$ cat src/rtl/cdb_arbiter_if.sv
// Producer-to-CDB bus: ALU and load result handshakes plus the broadcast side.
// The master side is the producers/snoopers; the slave side is cdb_arbiter.
interface cdb_arbiter_if #(
  parameter int ROB_BIT = 4
);
  logic               alu_valid;
  logic [ROB_BIT-1:0] alu_src;
  logic [31:0]        alu_val;
  logic               alu_ready;
  logic               ld_valid;
  logic [ROB_BIT-1:0] ld_src;
  logic [31:0]        ld_val;
  logic               ld_ready;
  logic               cdb_valid;
  logic [ROB_BIT-1:0] cdb_src;
  logic [31:0]        cdb_val;
  logic               cdb_empty;

  modport master (
    output alu_valid, alu_src, alu_val, ld_valid, ld_src, ld_val,
    input  alu_ready, ld_ready, cdb_valid, cdb_src, cdb_val, cdb_empty
  );

  modport slave (
    input  alu_valid, alu_src, alu_val, ld_valid, ld_src, ld_val,
    output alu_ready, ld_ready, cdb_valid, cdb_src, cdb_val, cdb_empty
  );
endinterface

$ cat src/rtl/cdb_arbiter.sv
// Merges ALU and load results onto the CDB through per-producer FIFOs.
// Define CDB_RR_EN for round-robin on ties; otherwise load has fixed priority.

module cdb_arbiter_fifo #(
  parameter int EW       = 36,
  parameter int FIFO_BIT = 2
) (
  input  logic          clk,
  input  logic          rst,
  input  logic          flush,
  input  logic          wr_en,
  input  logic [EW-1:0] wr_data,
  input  logic          rd_en,
  output logic [EW-1:0] rd_data,
  output logic          full,
  output logic          empty
);
  localparam int DEPTH = 1 << FIFO_BIT;

  logic [DEPTH-1:0][EW-1:0] mem_q, mem_d;
  logic [FIFO_BIT-1:0]      wptr_q, wptr_d, rptr_q, rptr_d;
  logic [FIFO_BIT:0]        cnt_q, cnt_d;

  always_comb begin
    mem_d  = mem_q;
    wptr_d = wptr_q;
    rptr_d = rptr_q;
    cnt_d  = cnt_q;
    if (flush) begin
      wptr_d = '0;
      rptr_d = '0;
      cnt_d  = '0;
    end else begin
      if (wr_en) begin
        mem_d[wptr_q] = wr_data;
        wptr_d        = wptr_q + FIFO_BIT'(1);
      end
      if (rd_en) rptr_d = rptr_q + FIFO_BIT'(1);
      cnt_d = cnt_q + (FIFO_BIT+1)'(wr_en) - (FIFO_BIT+1)'(rd_en);
    end
  end

  always_ff @(posedge clk) begin
    if (rst) begin
      wptr_q <= '0;
      rptr_q <= '0;
      cnt_q  <= '0;
    end else begin
      wptr_q <= wptr_d;
      rptr_q <= rptr_d;
      cnt_q  <= cnt_d;
    end
  end

  // Payload storage needs no reset; occupancy is tracked by the count.
  always_ff @(posedge clk) mem_q <= mem_d;

  assign rd_data = mem_q[rptr_q];
  assign full    = (cnt_q == (FIFO_BIT+1)'(DEPTH));
  assign empty   = (cnt_q == '0);
endmodule

module cdb_arbiter #(
  parameter int ROB_BIT  = 4,
  parameter int FIFO_BIT = 2
) (
  input  logic            clk,
  input  logic            rst,
  input  logic            rdy,
  input  logic            rb,
  cdb_arbiter_if.slave    bus
);
  localparam int NP  = 2;
  localparam int ALU = 0;
  localparam int LD  = 1;
  localparam int EW  = ROB_BIT + 32;

  logic [NP-1:0]         in_valid, ready, push, store, nonempty, pop, full, empty;
  logic [NP-1:0][EW-1:0] in_ent, head;
  logic                  go;
  logic                  cdb_valid_q, cdb_valid_d;
  logic [EW-1:0]         cdb_ent_q, cdb_ent_d;

  assign in_valid = {bus.ld_valid, bus.alu_valid};
  assign in_ent   = {{bus.ld_src, bus.ld_val}, {bus.alu_src, bus.alu_val}};
  assign go       = rdy && !rb && !rst;

  for (genvar p = 0; p < NP; p++) begin : g_prod
    assign ready[p]    = !full[p];
    assign nonempty[p] = !empty[p];
    assign push[p]     = in_valid[p] && ready[p] && go;
    // Tag 0 means "no dependency": complete the handshake but drop the result.
    assign store[p]    = push[p] && (in_ent[p][EW-1:32] != '0);

    cdb_arbiter_fifo #(.EW(EW), .FIFO_BIT(FIFO_BIT)) u_fifo (
      .clk     (clk),
      .rst     (rst),
      .flush   (rb),
      .wr_en   (store[p]),
      .wr_data (in_ent[p]),
      .rd_en   (pop[p]),
      .rd_data (head[p]),
      .full    (full[p]),
      .empty   (empty[p])
    );
  end

`ifdef CDB_RR_EN
  typedef enum logic {GNT_ALU = 1'b0, GNT_LD = 1'b1} gnt_e;
  gnt_e last_q, last_d;

  always_comb begin
    pop = '0;
    if (go) begin
      if (nonempty[ALU] && nonempty[LD]) begin
        if (last_q == GNT_LD) pop[ALU] = 1'b1;
        else                  pop[LD]  = 1'b1;
      end else begin
        pop = nonempty;
      end
    end
  end

  always_comb begin
    last_d = last_q;
    if (pop[ALU])     last_d = GNT_ALU;
    else if (pop[LD]) last_d = GNT_LD;
  end

  always_ff @(posedge clk) begin
    if (rst) last_q <= GNT_LD;
    else     last_q <= last_d;
  end
`else
  always_comb begin
    pop = '0;
    if (go) begin
      if (nonempty[LD]) pop[LD]  = 1'b1;
      else              pop[ALU] = nonempty[ALU];
    end
  end
`endif

  // Without a grant the broadcast fields hold; only cdb_valid drops.
  always_comb begin
    cdb_valid_d = |pop;
    cdb_ent_d   = cdb_ent_q;
    if (pop[LD])       cdb_ent_d = head[LD];
    else if (pop[ALU]) cdb_ent_d = head[ALU];
  end

  always_ff @(posedge clk) begin
    if (rst) begin
      cdb_valid_q <= 1'b0;
      cdb_ent_q   <= '0;
    end else begin
      cdb_valid_q <= cdb_valid_d;
      cdb_ent_q   <= cdb_ent_d;
    end
  end

  assign bus.alu_ready = ready[ALU];
  assign bus.ld_ready  = ready[LD];
  assign bus.cdb_valid = cdb_valid_q;
  assign bus.cdb_src   = cdb_ent_q[EW-1:32];
  assign bus.cdb_val   = cdb_ent_q[31:0];
  assign bus.cdb_empty = empty[ALU] && empty[LD] && !cdb_valid_q;
endmodule
$ cat src/flat_wrapper.sv
// flat-port wrapper written by rule: the top's interface ports become plain ports
module cdb_arbiter_flat 
#(
  parameter int ROB_BIT  = 4,
  parameter int FIFO_BIT = 2
)
  (clk, rst, rdy, rb, bus_alu_valid, bus_alu_src, bus_alu_val, bus_ld_valid, bus_ld_src, bus_ld_val, bus_alu_ready, bus_ld_ready, bus_cdb_valid, bus_cdb_src, bus_cdb_val, bus_cdb_empty);
  cdb_arbiter_if #(.ROB_BIT(ROB_BIT)) bus_i ();
  input  logic clk;
  input  logic rst;
  input  logic rdy;
  input  logic rb;
  input wire logic [$bits(bus_i.alu_valid)-1:0] bus_alu_valid;
  input wire logic [$bits(bus_i.alu_src)-1:0] bus_alu_src;
  input wire logic [$bits(bus_i.alu_val)-1:0] bus_alu_val;
  input wire logic [$bits(bus_i.ld_valid)-1:0] bus_ld_valid;
  input wire logic [$bits(bus_i.ld_src)-1:0] bus_ld_src;
  input wire logic [$bits(bus_i.ld_val)-1:0] bus_ld_val;
  output wire logic [$bits(bus_i.alu_ready)-1:0] bus_alu_ready;
  output wire logic [$bits(bus_i.ld_ready)-1:0] bus_ld_ready;
  output wire logic [$bits(bus_i.cdb_valid)-1:0] bus_cdb_valid;
  output wire logic [$bits(bus_i.cdb_src)-1:0] bus_cdb_src;
  output wire logic [$bits(bus_i.cdb_val)-1:0] bus_cdb_val;
  output wire logic [$bits(bus_i.cdb_empty)-1:0] bus_cdb_empty;
  assign bus_i.alu_valid = bus_alu_valid;
  assign bus_i.alu_src = bus_alu_src;
  assign bus_i.alu_val = bus_alu_val;
  assign bus_i.ld_valid = bus_ld_valid;
  assign bus_i.ld_src = bus_ld_src;
  assign bus_i.ld_val = bus_ld_val;
  assign bus_alu_ready = bus_i.alu_ready;
  assign bus_ld_ready = bus_i.ld_ready;
  assign bus_cdb_valid = bus_i.cdb_valid;
  assign bus_cdb_src = bus_i.cdb_src;
  assign bus_cdb_val = bus_i.cdb_val;
  assign bus_cdb_empty = bus_i.cdb_empty;
  cdb_arbiter #(.ROB_BIT(ROB_BIT), .FIFO_BIT(FIFO_BIT)) u_core (.clk(clk), .rst(rst), .rdy(rdy), .rb(rb), .bus(bus_i));
endmodule
$ cat config.mk
export PLATFORM = sky130hd
export DESIGN_NAME = cdb_arbiter_flat
export DESIGN_NICKNAME = d
export VERILOG_FILES = /design/src/rtl/cdb_arbiter_if.sv /design/src/rtl/cdb_arbiter.sv /design/src/flat_wrapper.sv
export SDC_FILE = /design/constraint.sdc
export NUM_CORES = 1
export LEC_CHECK = 0
export ABC_AREA = 1
export CORE_UTILIZATION = 52
export CTS_CLUSTER_DIAMETER = 30
export DETAILED_ROUTE_END_ITERATION = 8
export PLACE_DENSITY_LB_ADDON = 0.08
export SLEW_MARGIN = 20
export SYNTH_ARGS = -nofsm -noshare
export SYNTH_HDL_FRONTEND = slang
export SYNTH_SLANG_ARGS = --single-unit
$ cat constraint.sdc
create_clock -name clk -period 2.9 [get_ports clk]
set_input_delay 0.58 -clock clk [delete_from_list [all_inputs] [get_ports clk]]
set_output_delay 0.58 -clock clk [all_outputs]
set_load 0.1 [all_outputs]
==> key figures, run 1 <==
Setup path
  – R2R setup slack: 550 ps
  – Worst reg2reg path depth: 11
  – CP startpoint: rst
  – Crit start category: primary input
  – Critical path type: primary input to register
  – R2r endpoint: u_core.g_prod[0].u_fifo.cnt_q[2]$_SDFF_PP0_
  – Crit path required time: 3390 ps
  – Critical path peak fanout: 2
  – Data arrival, critical path: 2850 ps
  – Reg2Reg Launch Point: u_core.g_prod[0].u_fifo.cnt_q[1]$_SDFF_PP0_
  – Critical Path Sink Type: register

Logic synthesis
  – Most common cell in the netlist: edfxtp_1
  – Synth area leader: edfxtp_1
  – Post-Synthesis Cell Area: 13600 µm²
  – Synth top cells by count: 288 x edfxtp_1, 271 x nand2_1, 141 x nor2_1
  – Synth Flop Type: edfxtp_1
  – Post-synthesis compound-gate area fraction: 5.14%
  – Area share of fa/ha/maj cells after synthesis: 1.30%
  – Async SR Flop Fraction: 0%
  – Synthesized area per cell: 11.2 µm²
  – Largest family of logic cells by synthesized area: simple AND/OR/NAND/NOR gates
  – Sequential area share after synthesis: 70.9%
  – Xor/xnor share of the synthesized area: 0.193%
  – Synth cell types: 30
  – Post-synthesis simple-gate area fraction: 17.4%
  – Top post-synthesis cells by area: edfxtp_1 63%, dfxtp_1 7.5%, nand2_1 7.5%
  – Post-synthesis mux area share: 0%
  – #FFs+latches synth: 339
  – Post-synthesis cell count: 1223
  – YS warnings: 0
  – Post-Syn Nets: 1314
  – EDFF count, synth: 288
  – Share of Yosys cell area claimed by the top area cell type: 63.4%

Timing
  – Post-layout min period: 2370 ps
  – Final Slew Violations: 0
  – Slew HR: 45.6%
  – Worst-Margin Slew: 816 ps
  – Hold Violations, Final: 0
  – Clock skew: 15.7 ps
  – Fmax: 423 MHz
  – Worst Slack Setup Final: 534 ps
  – RSZ-0062 raised after global routing: no
  – Min Hold Slack: 494 ps
  – Post-route clock period utilization: 81.6%
  – Setup violations, final: 0

Placed design
  – Area post-placement: 15200 µm²
  – Placed cells: 1638
  – GPL Wtd Cong: 0.842
  – Dpl ws: -52.8 ps
  – I/O Buffers: 117
  – Final HPWL DP: 18300 µm

Route
  – WL/cell: 17.8 µm
  – Routed wire length: 31100 µm
  – DR vias/cell: 5.25
  – DR iter-0 viols: 730
  – DR DRC count: 0
  – Antenna Nets Post-Route: 0
  – Via count: 9185
  – TritonRoute pass-1 iters: 5

Global route
  – Largest net degree at the start of global routing: 78
  – Antenna violations before repair: 1
  – First-pass GRT wire length: 48200 µm
  – GRT Total Usage: 23.8%
  – Grt total ovfl: 0
  – Vias in the first global route: 9049

Clock network
  – TritonCTS buffer count: 58
  – Cts repair resizes: 0
  – Clock root buffer: clkbuf_16
  – Post-CTS Setup Bufs: 0
  – Worst skew pair latency: 560 ps
  – Hold_buf cts: 0
  – CTS clk-pin slew, worst paths: 50 ps
  – CTS sink count: 339
  – Longest Clk Path Bufs: 3
  – CTS tree: built
  – H-tree levels: 2

Finish
  – Layout cells sized above 1: 13.4%
  – Sequential cell area: 9670 µm²
  – Layout fillers: 1862
  – Area Overhead vs Synth: 26.4%
  – Final net count: 1459
  – Multi-input logic area: 3350 µm²
  – Diodes inserted: 0
  – Design area: 17200 µm²
  – Fin cells: 1748

Die
  – Starting Density: 53.6%
  – Num ports: 118
  – Die Ht: 164 µm
  – Core footprint: 25500 µm²
  – Die X: 164 µm
  – Die area: 26900 µm²
  – Row Count: 58

Pwr
  – Power Total: 0.0124 W
  – Leakage: 6.73 nW
  – Cell Pwr Density: 720 nW/µm²
  – Peak VDD IR: 0.000464 V

Worst hold path
  – Type of the most critical hold path: register to register
  – Hold Crit Depth: 2
  – Worst hold start: u_core.cdb_ent_q[3]$_SDFFE_PP0P_
  – Hold Path End: u_core.cdb_ent_q[3]$_SDFFE_PP0P_

Outcome
  – Status: finished clean

Flow run
  – Max cap viols: 0
logic make-up after synthesis:
kind of cell / count (synthesis)
AO/OA/AOI/OAI: 136
XOR/XNOR: 3
adder cells (fa/ha/maj): 13
buffers and inverters: 164
flip-flops: 339
AND/OR/NAND/NOR: 568
report_power, final:
group	leakage (nW)	switching (W)	internal, W	total, W
sequential	3.01	0.00000830	0.00532	0.00533
combinational	2.75	0.000164	0.000130	0.000294
clock	0.970	0.00223	0.00458	0.00680
sequential cells by signal, indices dropped and copies added, names as in the netlist:
signal	cells
u_core.bus.cdb_valid	1
u_core.cdb_ent_q	36
u_core.g_prod.u_fifo.cnt_q	6
u_core.g_prod.u_fifo.mem_q	288
u_core.g_prod.u_fifo.rptr_q	4
u_core.g_prod.u_fifo.wptr_q	4
area by class of cell:
cell class                 instances  area share [%]
inverter                          99            2.17
clock inverter                    29            2.02
multi-input combinational        720            19.4
clock buffer                      81            9.57
tap                              330            2.39
sequential                       339            56.1
timing repair buffer             150            8.37
worst max-delay path by stage:
stage,slack [ps],depth (start not counted),to
2_1_floorplan,-210,4,u_core.g_prod[1].u_fifo.mem_q[0]$_DFFE_PP_
3_3_place_gp,30,13,u_core.g_prod[0].u_fifo.cnt_q[2]$_SDFF_PP0_
3_5_place_dp,-50,13,u_core.g_prod[0].u_fifo.cnt_q[2]$_SDFF_PP0_
4_1_cts,540,13,u_core.g_prod[0].u_fifo.cnt_q[2]$_SDFF_PP0_
5_1_grt,350,11,u_core.g_prod[0].u_fifo.cnt_q[2]$_SDFF_PP0_
6_report,530,13,u_core.g_prod[0].u_fifo.cnt_q[2]$_SDFF_PP0_
layer usage:
| layer | GRT usage (%) | up-vias | wire (µm) | share of wire [%] |
|---|---|---|---|---|
| met5 | 0 | - | 13 | 0.042 |
| met4 | 9.64 | 2 | 872 | 2.8 |
| met3 | 4.57 | 61 | 1880 | 6.0 |
| met2 | 40.2 | 272 | 15400 | 50 |
| met1 | 30.3 | 4391 | 12900 | 42 |
| li1 | - | 4459 | - | - |
through the flow:
step	setup TNS (ps)	util, %
floorplan	-30580	-
global placement	0	59.9
detailed placement	-52.8	59.9
CTS	0	67.7
global route	0	67.7
finish	0	67.7
critical path: stages:
cell	delay, ps
clkdlybuf4s50_1	530
nor2_4	50
nand2_2	90
inv_4	40
nand2_4	50
nor2_2	40
ha_1	280
inv_1	40
ha_1	180
fa_1	410
xnor2_1	150
or2_2	280
a21oi_1	130
placed cells by master, fill, tap and decap left out, types with 2 or more instances in the layout:
cell type and n:
a21oi_1 19, buf_12 10, buf_4 63, bufinv_16 7
clkbuf_1 15, clkbuf_16 61, clkbuf_8 5, clkdlybuf4s50_1 77
clkinv_1 6, clkinv_2 7, clkinv_4 5, clkinvlp_4 3
dfxtp_1 49, dfxtp_2 2, edfxtp_1 288, fa_1 2
ha_1 11, inv_1 96, inv_6 2, nand2_1 271
nand2_4 3, nand3_1 137, nand3b_1 2, nand4_1 2
nor2_1 133, nor2_2 2, nor2_4 9, o211ai_1 6
o21ai_0 89, o21ai_1 17, o22ai_1 5, or2_2 6
xnor2_1 3
Power figures use the tool's default switching activity.
==> run 2, diff against run 1 <==
==> constraint.sdc (replaced) <==
create_clock -name clk -period 1.9 [get_ports clk]
set_input_delay 0.38 -clock clk [delete_from_list [all_inputs] [get_ports clk]]
set_output_delay 0.38 -clock clk [all_outputs]
set_load 0.1 [all_outputs]
==> key figures, run 2 (synthesis gave the netlist of run 1 again) <==
Outcome
  – Status: finished with violations (was finished clean)
  – Failing checks: setup timing

Clock network
  – CTS clk-pin slew, worst paths: 50 ps (about the same)
  – Longest Clk Path Bufs: 3 (unchanged)
  – CTS tree: built (unchanged)
  – TritonCTS buffer count: 70 (was 58)
  – Clock root buffer: clkbuf_16 (unchanged)
  – Worst skew pair latency: 560 ps (about the same)
  – H-tree levels: 3 (was 2)
  – CTS sink count: 339 (unchanged)

Finish
  – Largest regs: u_core.g_prod.u_fifo.mem_q: 288 flops, u_core.cdb_ent_q: 36 flops, u_core.g_prod.u_fifo.cnt_q: 6 flops (unchanged)
  – Final net count: 1520 (was 1459)
  – Design area: 18600 µm² (was 17200 µm²)
  – Most frequent cells in the layout: 288 x edfxtp_1, 271 x nand2_1, 136 x nand3_1 (was 288 x edfxtp_1, 271 x nand2_1, 137 x nand3_1)
  – Area Overhead vs Synth: 36.5% (was 26.4%)
  – Max reg flops: 288 (unchanged)
  – Commonest non-fill, non-tap cell in the layout: edfxtp_1 (unchanged)
  – Diodes inserted: 0 (unchanged)
  – Layout cells sized above 1: 19.0% (was 13.4%)
  – Top reg by flops: u_core.g_prod.u_fifo.mem_q (unchanged)

Die
  – Die Ht: 164 µm (unchanged)
  – Die X: 164 µm (unchanged)
  – Starting Density: 53.6% (unchanged)
  – Row Count: 58 (unchanged)
  – Num ports: 118 (unchanged)
  – Core footprint: 25500 µm² (unchanged)
  – Die area: 26900 µm² (unchanged)

Setup path
  – Crit-path cells: nand3b_1, nand2_4, nor2_4, ha_4, inv_2, ha_4, fa_2, xnor2_2, or2_4, a21oi_2 (was clkdlybuf4s50_1, nor2_4, nand2_2, inv_4, nand2_4, nor2_2, ha_1, inv_1, ha_1, fa_1, xnor2_1, or2_2, a21oi_1)
  – Slowest library cell on the worst path: fa_2 (was clkdlybuf4s50_1)
  – Critical Path Sink Type: register (unchanged)
  – CP bufs+invs: 1 (was 3)
  – Max incr delay on CP: 370 ps (was 530 ps)
  – Crit path required time: 2360 ps (was 3390 ps)
  – Crit path max-delay family: adder cells (unchanged)
  – Critical path's most frequent cell: ha_4 (was ha_1)
  – Data arrival, critical path: 2610 ps (was 2850 ps)
  – Critical path type: register to register (was primary input to register)
  – Crit start category: register (was primary input)
  – Critical path peak fanout: 2 (unchanged)

Route
  – DR iter-0 viols: 691 (was 730)
  – DR vias/cell: 5.24 (was 5.25)
  – WL/cell: 18.0 µm (was 17.8 µm)
  – DR DRC count: 0 (unchanged)
  – TritonRoute pass-1 iters: 5 (unchanged)
  – Via count: 9510 (was 9185)
  – Routed wire length: 32600 µm (was 31100 µm)
  – Antenna Nets Post-Route: 0 (unchanged)

Placed design
  – GPL Wtd Cong: 0.820 (was 0.842)
  – I/O Buffers: 117 (unchanged)
  – Final HPWL DP: 19800 µm (was 18300 µm)
  – Area post-placement: 16100 µm² (was 15200 µm²)

Timing
  – Worst Slack Setup Final: -248 ps (was 534 ps)
  – Post-route clock period utilization: 113%
  – RSZ-0062 raised after global routing: yes (was no)
  – Min Hold Slack: 461 ps (was 494 ps)
  – Setup violations, final: 2 (was 0)
  – Final Slew Violations: 0 (unchanged)
  – Slew HR: 72.0% (was 45.6%)
  – Clock skew: 26.5 ps (was 15.7 ps)
  – TNS Setup: -435 ps (was 0 ps)
  – Post-layout min period: 2150 ps
  – Hold Violations, Final: 0 (unchanged)
  – Worst-Margin Slew: 420 ps (was 816 ps)
  – Fmax: 465 MHz

Pwr
  – Peak VDD IR: 0.000879 V (was 0.000464 V)
  – Cell Pwr Density: 1130 nW/µm² (was 720 nW/µm²)
  – Leakage: 7.32 nW (was 6.73 nW)

Global route
  – Largest net degree at the start of global routing: 52 (was 78)
  – Vias in the first global route: 9367 (was 9049)
  – Antenna violations before repair: 0 (was 1)
  – Grt total ovfl: 0 (unchanged)
  – First-pass GRT wire length: 50200 µm (was 48200 µm)
  – GRT Total Usage: 24.9% (was 23.8%)

Flow run
  – Max cap viols: 0 (unchanged)

Worst hold path
  – Type of the most critical hold path: primary input to register (was register to register)
## run 2: cell types whose count changed in the layout (fill, tap and decap cells not counted), sizes merged
cell           previous run  this run
clkdlybuf4s50            77        76
bufinv                    7         9
buf                      73       122
clkinv                   18        24
dlygate4sd2               0         1
clkbuf                   81        87
clkinvlp                  3         6
inv                     100       102
## run 2: final timing paths
path / startpoint / to / slack [ps] / depth (start not counted)
setup / recovery: u_core.g_prod[0].u_fifo.cnt_q[2]$_SDFF_PP0_ / u_core.g_prod[0].u_fifo.cnt_q[2]$_SDFF_PP0_ / -250 / 10
setup reg to reg: u_core.g_prod[0].u_fifo.cnt_q[2]$_SDFF_PP0_ / u_core.g_prod[0].u_fifo.cnt_q[2]$_SDFF_PP0_ / -250 / 10
hold reg to reg: u_core.cdb_ent_q[33]$_SDFFE_PP0P_ / u_core.cdb_ent_q[33]$_SDFFE_PP0P_ / 520 / 2
hold / removal: bus_ld_val[12] / u_core.g_prod[1].u_fifo.mem_q[120]$_DFFE_PP_ / 460 / 1
## run 2: worst register-to-register path, delay by kind of cell, from the launching register on
kind                       cells  cell delay [ps]
AOI/OAI and AO/OA              1              130
xor gates and xnor gates       1              150
adders and majority gates      3              780
buffers and inverters          1               30
DFF                            1              310
and+or+nand+nor                4              680
## run 2: repair_timing
item	CTS	global route
hold buffers	0	0
pin swaps	2	8
endpoints found under the setup margin	3	6
buffers inserted	3	2
resized for setup	2	9
## run 2: area by class of cell
type,count,area [µm²]
well taps,330,413
clock inverters,42,520
inverters,99,379
multi-input cells,720,3430
flip-flops and latches,339,9680
clock buffers,87,1950
repair buffers,199,2260
fillers,1692,6840
## run 2: routing by layer
layer  share of wire, %  vias to the layer above  wire [µm]  GRT usage, %
met5                  0                        -          0             0
met4                2.1                        0        691          8.71
met3                5.9                       54       1930          4.12
met2                 50                      312      16400          42.8
met1                 42                     4542      13600          31.8
li1                   -                     4602          -             -
## run 2: metrics by stage
step / worst slack, ps / power (W) / utilization (%) / std cells
after CTS: -200 / 0.0212 / 72.9 / 1814
after global placement: -735 / 0.00876 / 63.1 / 1682
after detailed placement: -745 / 0.00876 / 63.1 / 1682
final: -248 / 0.0211 / 73.1 / 1816
after global routing: -303 / 0.0216 / 73.1 / 1816
after floorplan: -440 / 0.00842 / - / 1223
## run 2: power by group
part	switching (W)	leakage, nW	internal (W)	total [W]
combinational	0.000266	3.12	0.000232	0.000497
clock	0.00391	1.20	0.00853	0.0124
sequential	0.0000137	3.01	0.00813	0.00814
==> run 3, diff against run 2 <==
--- a/config.mk
+++ b/config.mk
@@ -7,6 +7,7 @@
 export LEC_CHECK = 0
 export ABC_AREA = 1
 export CORE_UTILIZATION = 52
+export CTS_BUF_LIST = sky130_fd_sc_hd__clkbuf_16
 export CTS_CLUSTER_DIAMETER = 30
 export DETAILED_ROUTE_END_ITERATION = 8
 export PLACE_DENSITY_LB_ADDON = 0.08
==> key figures, run 3 (synthesis gave the netlist of run 1 again) <==
Pwr
  – Cell Pwr Density: 1120 nW/µm² (was 1130 nW/µm²)
  – Sw frac: 20.0% (was 19.9%)
  – Leakage: 7.33 nW (was 7.32 nW)
  – NetSw: 0.00416 W (was 0.00419 W)
  – Clock power share: 58.5% (was 59.0%)
  – Gate power share: 2.4% (about the same)
  – Peak VDD IR: 0.000879 V (about the same)
  – Cell-internal power: 0.0166 W (was 0.0169 W)
  – Part of the power in registers: 39.1% (was 38.6%)

Clock network
  – CTS tree: built (unchanged)
  – CTS clk-pin slew, worst paths: 50 ps (about the same)
  – Worst skew pair latency: 560 ps (about the same)
  – Longest Clk Path Bufs: 3 (unchanged)
  – Hold_buf cts: 0 (unchanged)
  – Clock root buffer: clkbuf_16 (unchanged)
  – TritonCTS buffer count: 70 (unchanged)
  – H-tree levels: 3 (unchanged)
  – CTS sink count: 339 (unchanged)

Placed design
  – Final HPWL DP: 19800 µm (unchanged)
  – Area post-placement: 16100 µm² (unchanged)
  – GPL Wtd Cong: 0.820 (unchanged)
  – I/O Buffers: 117 (unchanged)

Setup path
  – Crit start category: register (unchanged)
  – Critical Path Sink Type: register (unchanged)
  – R2r endpoint: u_core.g_prod[0].u_fifo.cnt_q[2]$_SDFF_PP0_ (unchanged)
  – Crit path required time: 2360 ps (about the same)
  – Reg2Reg Launch Point: u_core.g_prod[0].u_fifo.cnt_q[2]$_SDFF_PP0_ (unchanged)
  – Critical path type: register to register (unchanged)
  – Worst reg2reg path depth: 10 (unchanged)
  – Data arrival, critical path: 2620 ps (was 2610 ps)
  – Critical path peak fanout: 2 (unchanged)
  – R2R setup slack: -250 ps (about the same)

Timing
  – Clock skew: 26.9 ps (was 26.5 ps)
  – Post-layout min period: 2150 ps (about the same)
  – Fmax: 464 MHz (was 465 MHz)
  – RSZ-0062 raised after global routing: yes (unchanged)
  – Hold Violations, Final: 0 (unchanged)
  – Worst Slack Setup Final: -255 ps (was -248 ps)
  – TNS Setup: -442 ps (was -435 ps)
  – Slew HR: 72.4% (was 72.0%)
  – Setup violations, final: 2 (unchanged)
  – Final Slew Violations: 0 (unchanged)
  – Post-route clock period utilization: 113% (about the same)
  – Worst-Margin Slew: 413 ps (was 420 ps)

Route
  – DR iter-0 viols: 731 (was 691)
  – DR vias/cell: 5.24 (about the same)
  – TritonRoute pass-1 iters: 5 (unchanged)
  – Via count: 9509 (was 9510)
  – Routed wire length: 32500 µm (was 32600 µm)
  – WL/cell: 17.9 µm (was 18.0 µm)
  – Antenna Nets Post-Route: 0 (unchanged)
  – DR DRC count: 0 (unchanged)

Worst hold path
  – Hold Crit Depth: 1 (unchanged)
  – Worst hold start: bus_ld_val[12] (unchanged)
  – Type of the most critical hold path: primary input to register (unchanged)
  – Hold Path End: u_core.g_prod[1].u_fifo.mem_q[120]$_DFFE_PP_ (unchanged)

Die
  – Starting Density: 53.6% (unchanged)
  – Die Ht: 164 µm (unchanged)
  – Core footprint: 25500 µm² (unchanged)
  – Die X: 164 µm (unchanged)
  – Num ports: 118 (unchanged)
  – Die area: 26900 µm² (unchanged)
  – Row Count: 58 (unchanged)

Finish
  – Top reg by flops: u_core.g_prod.u_fifo.mem_q (unchanged)
  – Most frequent cells in the layout: 288 x edfxtp_1, 271 x nand2_1, 136 x nand3_1 (unchanged)
  – Largest regs: u_core.g_prod.u_fifo.mem_q: 288 flops, u_core.cdb_ent_q: 36 flops, u_core.g_prod.u_fifo.cnt_q: 6 flops (unchanged)
  – Layout cells sized above 1: 18.7% (was 19.0%)
  – Max reg flops: 288 (unchanged)
  – Final net count: 1520 (unchanged)
  – Post-layout util: 72.9% (was 73.1%)
  – Diodes inserted: 0 (unchanged)
  – Area Overhead vs Synth: 36.1% (was 36.5%)
  – Design area: 18600 µm² (about the same)
  – Commonest non-fill, non-tap cell in the layout: edfxtp_1 (unchanged)

Global route
  – Largest net degree at the start of global routing: 52 (unchanged)
  – Grt total ovfl: 0 (unchanged)
  – Antenna violations before repair: 0 (unchanged)
  – First-pass GRT wire length: 49900 µm (was 50200 µm)
  – GRT Total Usage: 24.7% (was 24.9%)
  – Vias in the first global route: 9348 (was 9367)

Outcome
  – Status: finished with violations (unchanged)
  – Failing checks: setup timing (unchanged)

Flow run
  – Max cap viols: 0 (unchanged)
[run 3: worst max-delay path, stage by stage (launching register included)]
cell,delay (ps)
dfxtp_2,310
nand3b_1,240
nand2_4,140
nor2_4,50
ha_4,250
inv_2,30
ha_4,150
fa_2,370
xnor2_2,150
or2_4,250
a21oi_2,130
[run 3: worst max path at each step]
stage               slack (ps)                                         from  cells past startpoint                                          end
floorplan                 -440  u_core.g_prod[0].u_fifo.cnt_q[1]$_SDFF_PP0_                      9  u_core.g_prod[0].u_fifo.cnt_q[2]$_SDFF_PP0_
global placement          -740                                           rb                     13  u_core.g_prod[0].u_fifo.cnt_q[2]$_SDFF_PP0_
detailed placement        -750                                           rb                     13  u_core.g_prod[0].u_fifo.cnt_q[2]$_SDFF_PP0_
CTS                       -200  u_core.g_prod[0].u_fifo.cnt_q[2]$_SDFF_PP0_                      4                                bus_cdb_empty
global route              -300  u_core.g_prod[0].u_fifo.cnt_q[2]$_SDFF_PP0_                     10  u_core.g_prod[0].u_fifo.cnt_q[2]$_SDFF_PP0_
finish                    -250  u_core.g_prod[0].u_fifo.cnt_q[2]$_SDFF_PP0_                     10  u_core.g_prod[0].u_fifo.cnt_q[2]$_SDFF_PP0_
[run 3: repair_timing]
item,in CTS,in global routing
buffers inserted,3,2
pin swaps,2,8
resized for setup,2,9
endpoints found under the setup margin,3,6
[run 3: cell type report]
cell class / count / area [µm²]
fill: 1701 / 6890
clock buffer: 74 / 1850
sequential: 339 / 9680
multi-input combinational: 720 / 3430
clock inverter: 55 / 569
inverter: 99 / 379
tap: 330 / 413
timing repair buffer: 199 / 2260
[run 3: per-layer routing]
metal | up-vias | track usage (%) | routed length [µm]
li1 | 4601 | - | -
met1 | 4522 | 31.6 | 13500
met2 | 333 | 42.6 | 16400
met3 | 53 | 4.07 | 1960
met4 | 0 | 8.71 | 638
met5 | - | 0 | 0
[run 3: per-stage QoR]
step,setup WS [ps],hold WS [ps],total power [W],instances
finish,-255,461,0.0208,1816
global route,-303,464,0.0213,1816
CTS,-200,449,0.0209,1814
detailed placement,-745,516,0.00876,1682
global placement,-735,512,0.00876,1682
floorplan,-440,449,0.00842,1223
[run 3: power groups by stage]
stage	logic (W)	registers, W	clock network [W]
CTS	0.000495	0.00814	0.0123
detailed placement	0.000491	0.00827	0
finish	0.000497	0.00814	0.0122
floorplan	0.000114	0.00831	0
global route	0.000530	0.00814	0.0127
global placement	0.000484	0.00827	0
==> variant 1 (settings of run 1) <==
Build with the macro `CDB_RR_EN` defined.
--- a/src/rtl/cdb_arbiter.sv
+++ b/src/rtl/cdb_arbiter.sv
@@ -1,5 +1,7 @@
 // Merges ALU and load results onto the CDB through per-producer FIFOs.
 // Define CDB_RR_EN for round-robin on ties; otherwise load has fixed priority.
+
+`define CDB_RR_EN
 
 module cdb_arbiter_fifo #(
   parameter int EW       = 36,
Check against the original RTL: not equivalent (a bounded check fails within 4 cycles, from zero or initial values and one cycle with rst high).
==> variant 1 against run 1 <==
  * Worst setup slack better by 80 ps
  * Power grew 11%
  * Sequential power about the same
  * Wire length is 7.3% higher
  * Sequential cell count grew 1
  * Core utilization decreased by 0.90 points
  * First-iteration DRC count up 18%
  * Area after synthesis up 11%
  * Maximum frequency is 3.5% higher
  * Final area grew 11%
==> variant 1: results (changes against run 1) <==
| Metric | Value |
|---|---|
| Status | `completed (unchanged)` |
| Wire length of the first global-routing pass | `53100 µm (was 48200 µm)` |
| Compound-cell area share of the yosys netlist | `0.00413 (was 0.0514)` |
| Layout clock buffer count | `79 (was 81)` |
| Antenna violations before repair | `0 (was 1)` |
| Global routing usage summed across all routing layers | `0.228 (was 0.238)` |
| Final Wtd Congestion | `0.786 (was 0.842)` |
| Fraction of standard cell area in multi-input logic | `0.201 (was 0.194)` |
| Storage cell area | `0.00969 mm² (was 0.00967 mm²)` |
| Share of cells above drive strength 1 | `0.136 (was 0.134)` |
| Number of global-route vias before repair | `10124 (was 9049)` |
| Critical Path Max Stage Delay | `420 ps (was 530 ps)` |
| Synth Net Count | `1669 (was 1314)` |
| Number of CTS-inserted buffers | `68 (was 58)` |
| Leak pwr | `8.90 nW (was 6.73 nW)` |
| Clk tree area frac | `0.125 (was 0.116)` |
| Library cells used by synthesis | `29 (was 30)` |
| CP arrival | `2760 ps (was 2850 ps)` |
| Sequential cell count | `340 (was 339)` |
| Multi-input gate count | `811 (was 720)` |
| Largest net degree at the start of global routing | `111 (was 78)` |
| Post-synthesis sequential area ratio | `0.639 (was 0.709)` |
| Global-route met3 utilization | `0.0479 (was 0.0457)` |
| Estimated wirelength of the detail-placed design | `20200 µm (was 18300 µm)` |
| Fillers | `2269 (was 1862)` |
| Post-synth top cells | `sky130_fd_sc_hd__nand2_1 (454), sky130_fd_sc_hd__inv_1 (351), sky130_fd_sc_hd__edfxtp_1 (288), sky130_fd_sc_hd__nand3_1 (218), sky130_fd_sc_hd__dfxtp_1 (52) (was sky130_fd_sc_hd__edfxtp_1 (288), sky130_fd_sc_hd__nand2_1 (271), sky130_fd_sc_hd__nor2_1 (141), sky130_fd_sc_hd__nand3_1 (138), sky130_fd_sc_hd__inv_1 (96))` |
| Wirelength, routed | `33400 µm (was 31100 µm)` |
variant 1: report_power, final:
part / switching (mW) / leakage (nW) / internal [mW]
combinational: 0.190 / 4.72 / 0.139
clock: 2.51 / 1.16 / 5.58
sequential: 0.00819 / 3.01 / 5.34
total: 2.71 / 8.90 / 11.1
variant 1: kinds of logic (layout without fill, tap and decap cells):
logic type | Yosys count | in the layout
xor gates and xnor gates | 4 | 4
buffers and inverters | 426 | 629
and+or+nand+nor | 781 | 781
DFF | 340 | 340
adders and majority gates | 14 | 14
AOI/OAI and AO/OA | 12 | 12
variant 1: routing by layer:
metal | share of wire | wire, µm
met1 | 0.45 | 14900
met4 | 0.015 | 487
met5 | 0 | 0
met3 | 0.060 | 1990
met2 | 0.48 | 16000
variant 1: stage by stage:
stage | TNS, ps | total power, mW | cells
4_1_cts | 0 | 13.9 | 2164
3_5_place_dp | 0 | 5.76 | 2039
6_report | 0 | 13.8 | 2164
3_3_place_gp | 0 | 5.76 | 2039
2_1_floorplan | -22420 | 5.56 | 1577
5_1_grt | 0 | 14.2 | 2164
variant 1: path summary, 6_finish.rpt:
path	slack, ps	start	end	depth (start not counted)
setup reg to reg	610	u_core.g_prod[1].u_fifo.cnt_q[1]	u_core.g_prod[0].u_fifo.cnt_q[2]	12
hold / removal	520	u_core.g_prod[0].u_fifo.wptr_q[0]	u_core.g_prod[0].u_fifo.wptr_q[0]	2
hold reg to reg	520	u_core.g_prod[0].u_fifo.wptr_q[0]	u_core.g_prod[0].u_fifo.wptr_q[0]	2
setup / recovery	610	u_core.g_prod[1].u_fifo.cnt_q[1]	u_core.g_prod[0].u_fifo.cnt_q[2]	12
==> variant 2 (flow settings as in run 1) <==
Made on the original files. `ROB_BIT` is set to 4 in 3 places; all go to 8.
--- a/src/rtl/cdb_arbiter_if.sv
+++ b/src/rtl/cdb_arbiter_if.sv
@@ -1,7 +1,7 @@
 // Producer-to-CDB bus: ALU and load result handshakes plus the broadcast side.
 // The master side is the producers/snoopers; the slave side is cdb_arbiter.
 interface cdb_arbiter_if #(
-  parameter int ROB_BIT = 4
+  parameter int ROB_BIT = 8
 );
   logic               alu_valid;
   logic [ROB_BIT-1:0] alu_src;
--- a/src/rtl/cdb_arbiter.sv
+++ b/src/rtl/cdb_arbiter.sv
@@ -61,7 +61,7 @@
 endmodule
 
 module cdb_arbiter #(
-  parameter int ROB_BIT  = 4,
+  parameter int ROB_BIT  = 8,
   parameter int FIFO_BIT = 2
 ) (
   input  logic            clk,
--- a/src/flat_wrapper.sv
+++ b/src/flat_wrapper.sv
@@ -1,7 +1,7 @@
 // flat-port wrapper written by rule: the top's interface ports become plain ports
 module cdb_arbiter_flat 
 #(
-  parameter int ROB_BIT  = 4,
+  parameter int ROB_BIT  = 8,
   parameter int FIFO_BIT = 2
 )
   (clk, rst, rdy, rb, bus_alu_valid, bus_alu_src, bus_alu_val, bus_ld_valid, bus_ld_src, bus_ld_val, bus_alu_ready, bus_ld_ready, bus_cdb_valid, bus_cdb_src, bus_cdb_val, bus_cdb_empty);
Ports: changed (resized bus_alu_src, bus_cdb_src and bus_ld_src); port bits go from 118 to 130. No check against the original RTL was run, so the function may have changed too.
==> variant 2 against run 1 <==
  * Combinational power grew 20%
  * Sequential cell count grew 36
  * Clock skew grew 4.8 ps
  * Power grew 23%
  * Final area grew 17%
  * Wire length grew 14%
  * Worst hold slack gained 18 ps
  * Critical path depth shrank 3
  * Area after synthesis grew 15%
  * Worst setup slack gained 61 ps
  * Critical path type is now reg2reg
  * Critical endpoint unchanged
==> variant 2: results (changes against run 1) <==
| Metric | Value |
|---|---|
| Largest net degree at the start of global routing | `84 (was 78)` |
| Share of cells above drive strength 1 | `0.127 (was 0.134)` |
| Compound-cell area share of the yosys netlist | `0.0178 (was 0.0514)` |
| Library cells used by synthesis | `25 (was 30)` |
| Number of CTS-inserted buffers | `73 (was 58)` |
| Post-synth EDFFs | `320 (was 288)` |
| Global routing usage summed across all routing layers | `0.238 (about the same)` |
| Leak pwr | `8.64 nW (was 6.73 nW)` |
| Wire length of the first global-routing pass | `56100 µm (was 48200 µm)` |
| Clock Skew | `20.5 ps (was 15.7 ps)` |
| Area contributors post-synth | `sky130_fd_sc_hd__edfxtp_1 (61%), sky130_fd_sc_hd__nand2_1 (14%), sky130_fd_sc_hd__dfxtp_1 (7.0%) (was sky130_fd_sc_hd__edfxtp_1 (63%), sky130_fd_sc_hd__dfxtp_1 (7.5%), sky130_fd_sc_hd__nand2_1 (7.5%))` |
| Top Metal Used | `met4 (was met5)` |
| Amount of wire on met3 after detailed routing | `2300 µm (was 1880 µm)` |
| Critical Path Max Stage Delay | `430 ps (was 530 ps)` |
| Highest ir drop seen on vdd | `0.000487 V (was 0.000464 V)` |
| Master of the slowest instance on the critical path | `sky130_fd_sc_hd__fa_1 (was sky130_fd_sc_hd__clkdlybuf4s50_1)` |
| Synth Net Count | `1651 (was 1314)` |
| Input/output buffers | `129 (was 117)` |
| XOR/XNOR share of the synthesized area | `0.00223 (was 0.00193)` |
| Wirelength, routed | `35600 µm (was 31100 µm)` |
| DRC violation total after the first TritonRoute iteration | `721 (was 730)` |
| Biggest regs | `u_core.g_prod.u_fifo.mem_q x320, u_core.cdb_ent_q x40, u_core.g_prod.u_fifo.cnt_q x6 (was u_core.g_prod.u_fifo.mem_q x288, u_core.cdb_ent_q x36, u_core.g_prod.u_fifo.cnt_q x6)` |
| Fillers | `2172 (was 1862)` |
| CP arrival | `2740 ps (was 2850 ps)` |
| Post-synthesis sequential area ratio | `0.682 (was 0.709)` |
| Largest driver fanout on the critical path | `3 (was 2)` |
| H-tree levels | `3 (was 2)` |
| Final Wtd Congestion | `0.778 (was 0.842)` |
| Antenna violations before repair | `0 (was 1)` |
| Post-synth top cells | `sky130_fd_sc_hd__nand2_1 (579), sky130_fd_sc_hd__edfxtp_1 (320), sky130_fd_sc_hd__inv_1 (211), sky130_fd_sc_hd__nand3_1 (156), sky130_fd_sc_hd__nor2_1 (65) (was sky130_fd_sc_hd__edfxtp_1 (288), sky130_fd_sc_hd__nand2_1 (271), sky130_fd_sc_hd__nor2_1 (141), sky130_fd_sc_hd__nand3_1 (138), sky130_fd_sc_hd__inv_1 (96))` |
| Status | `completed (unchanged)` |
| Met2 WL post-DR | `17000 µm (was 15400 µm)` |
| Setup WS pre-CTS | `74.0 ps (was -52.8 ps)` |
| Number of global-route vias before repair | `10563 (was 9049)` |
| Placement-stage cell area | `0.0175 mm² (was 0.0152 mm²)` |
| Yosys warning count | `0 (unchanged)` |
| Post-detailed-route via-to-cell ratio | `4.93 (was 5.25)` |
-- variant 2: changes by cell type in the layout (fill, tap and decap cells not counted), moves of 9 or more --
cell	run 1	this run
sky130_fd_sc_hd__nor2_1	133	57
sky130_fd_sc_hd__nand3_1	137	156
sky130_fd_sc_hd__nand2_1	271	579
sky130_fd_sc_hd__inv_1	96	211
sky130_fd_sc_hd__o21ai_0	89	23
sky130_fd_sc_hd__bufinv_16	7	16
sky130_fd_sc_hd__edfxtp_1	288	320
sky130_fd_sc_hd__clkbuf_16	61	75
sky130_fd_sc_hd__a21oi_1	19	5
sky130_fd_sc_hd__o21ai_1	17	28
-- variant 2: logic make-up after synthesis --
kind of cell,after synthesis
adders and majority gates,13
DFF,375
buffers and inverters,291
xor gates and xnor gates,4
AOI/OAI and AO/OA,56
and+or+nand+nor,813
-- variant 2: final timing paths --
path	cells after the start	endpoint	slack (ps)	startpoint
max	10	u_core.g_prod[0].u_fifo.cnt_q[2]	590	u_core.g_prod[0].u_fifo.cnt_q[2]
min	2	u_core.cdb_ent_q[34]	510	u_core.cdb_ent_q[34]
max reg2reg	10	u_core.g_prod[0].u_fifo.cnt_q[2]	590	u_core.g_prod[0].u_fifo.cnt_q[2]
min reg2reg	2	u_core.cdb_ent_q[34]	510	u_core.cdb_ent_q[34]
-- variant 2: power breakdown --
group	switching, mW	internal, mW	leakage [nW]
sequential	0.00946	5.89	3.33
clock	2.82	6.24	1.29
combinational	0.204	0.148	4.03
total	3.04	12.3	8.64
-- variant 2: metrics by stage --
step                hold WS [ps]   util  cells  setup TNS, ps
finish                       512  0.679   2168              0
global route                 543  0.679   2168              0
CTS                          514  0.679   2168              0
detailed placement           500  0.588   2033              0
global placement             497  0.588   2033              0
floorplan                    476      -   1552         -62010
-- variant 2: layout make-up --
class,instances,area (µm²),area share
Timing Repair Buffer,161,1560,0.0773
Clock buffer,83,1920,0.0950
Sequential cell,375,10700,0.531
Tap cell,390,488,0.0242
Clock inverter,52,795,0.0394
Inverter,221,830,0.0411
Multi-Input combinational cell,886,3880,0.192
-- variant 2: routing by layer --
metal / GRT usage / up-vias
li1: - / 5337
met1: 0.325 / 4999
met2: 0.380 / 320
met3: 0.0539 / 43
met4: 0.0721 / 0
met5: 0 / -
-- variant 2: tightest hold or removal path, stage by stage, from the launching register on --
cell                      delay (ps)
sky130_fd_sc_hd__dfxtp_1         320
sky130_fd_sc_hd__o21ai_1          70
sky130_fd_sc_hd__nor2_1           90
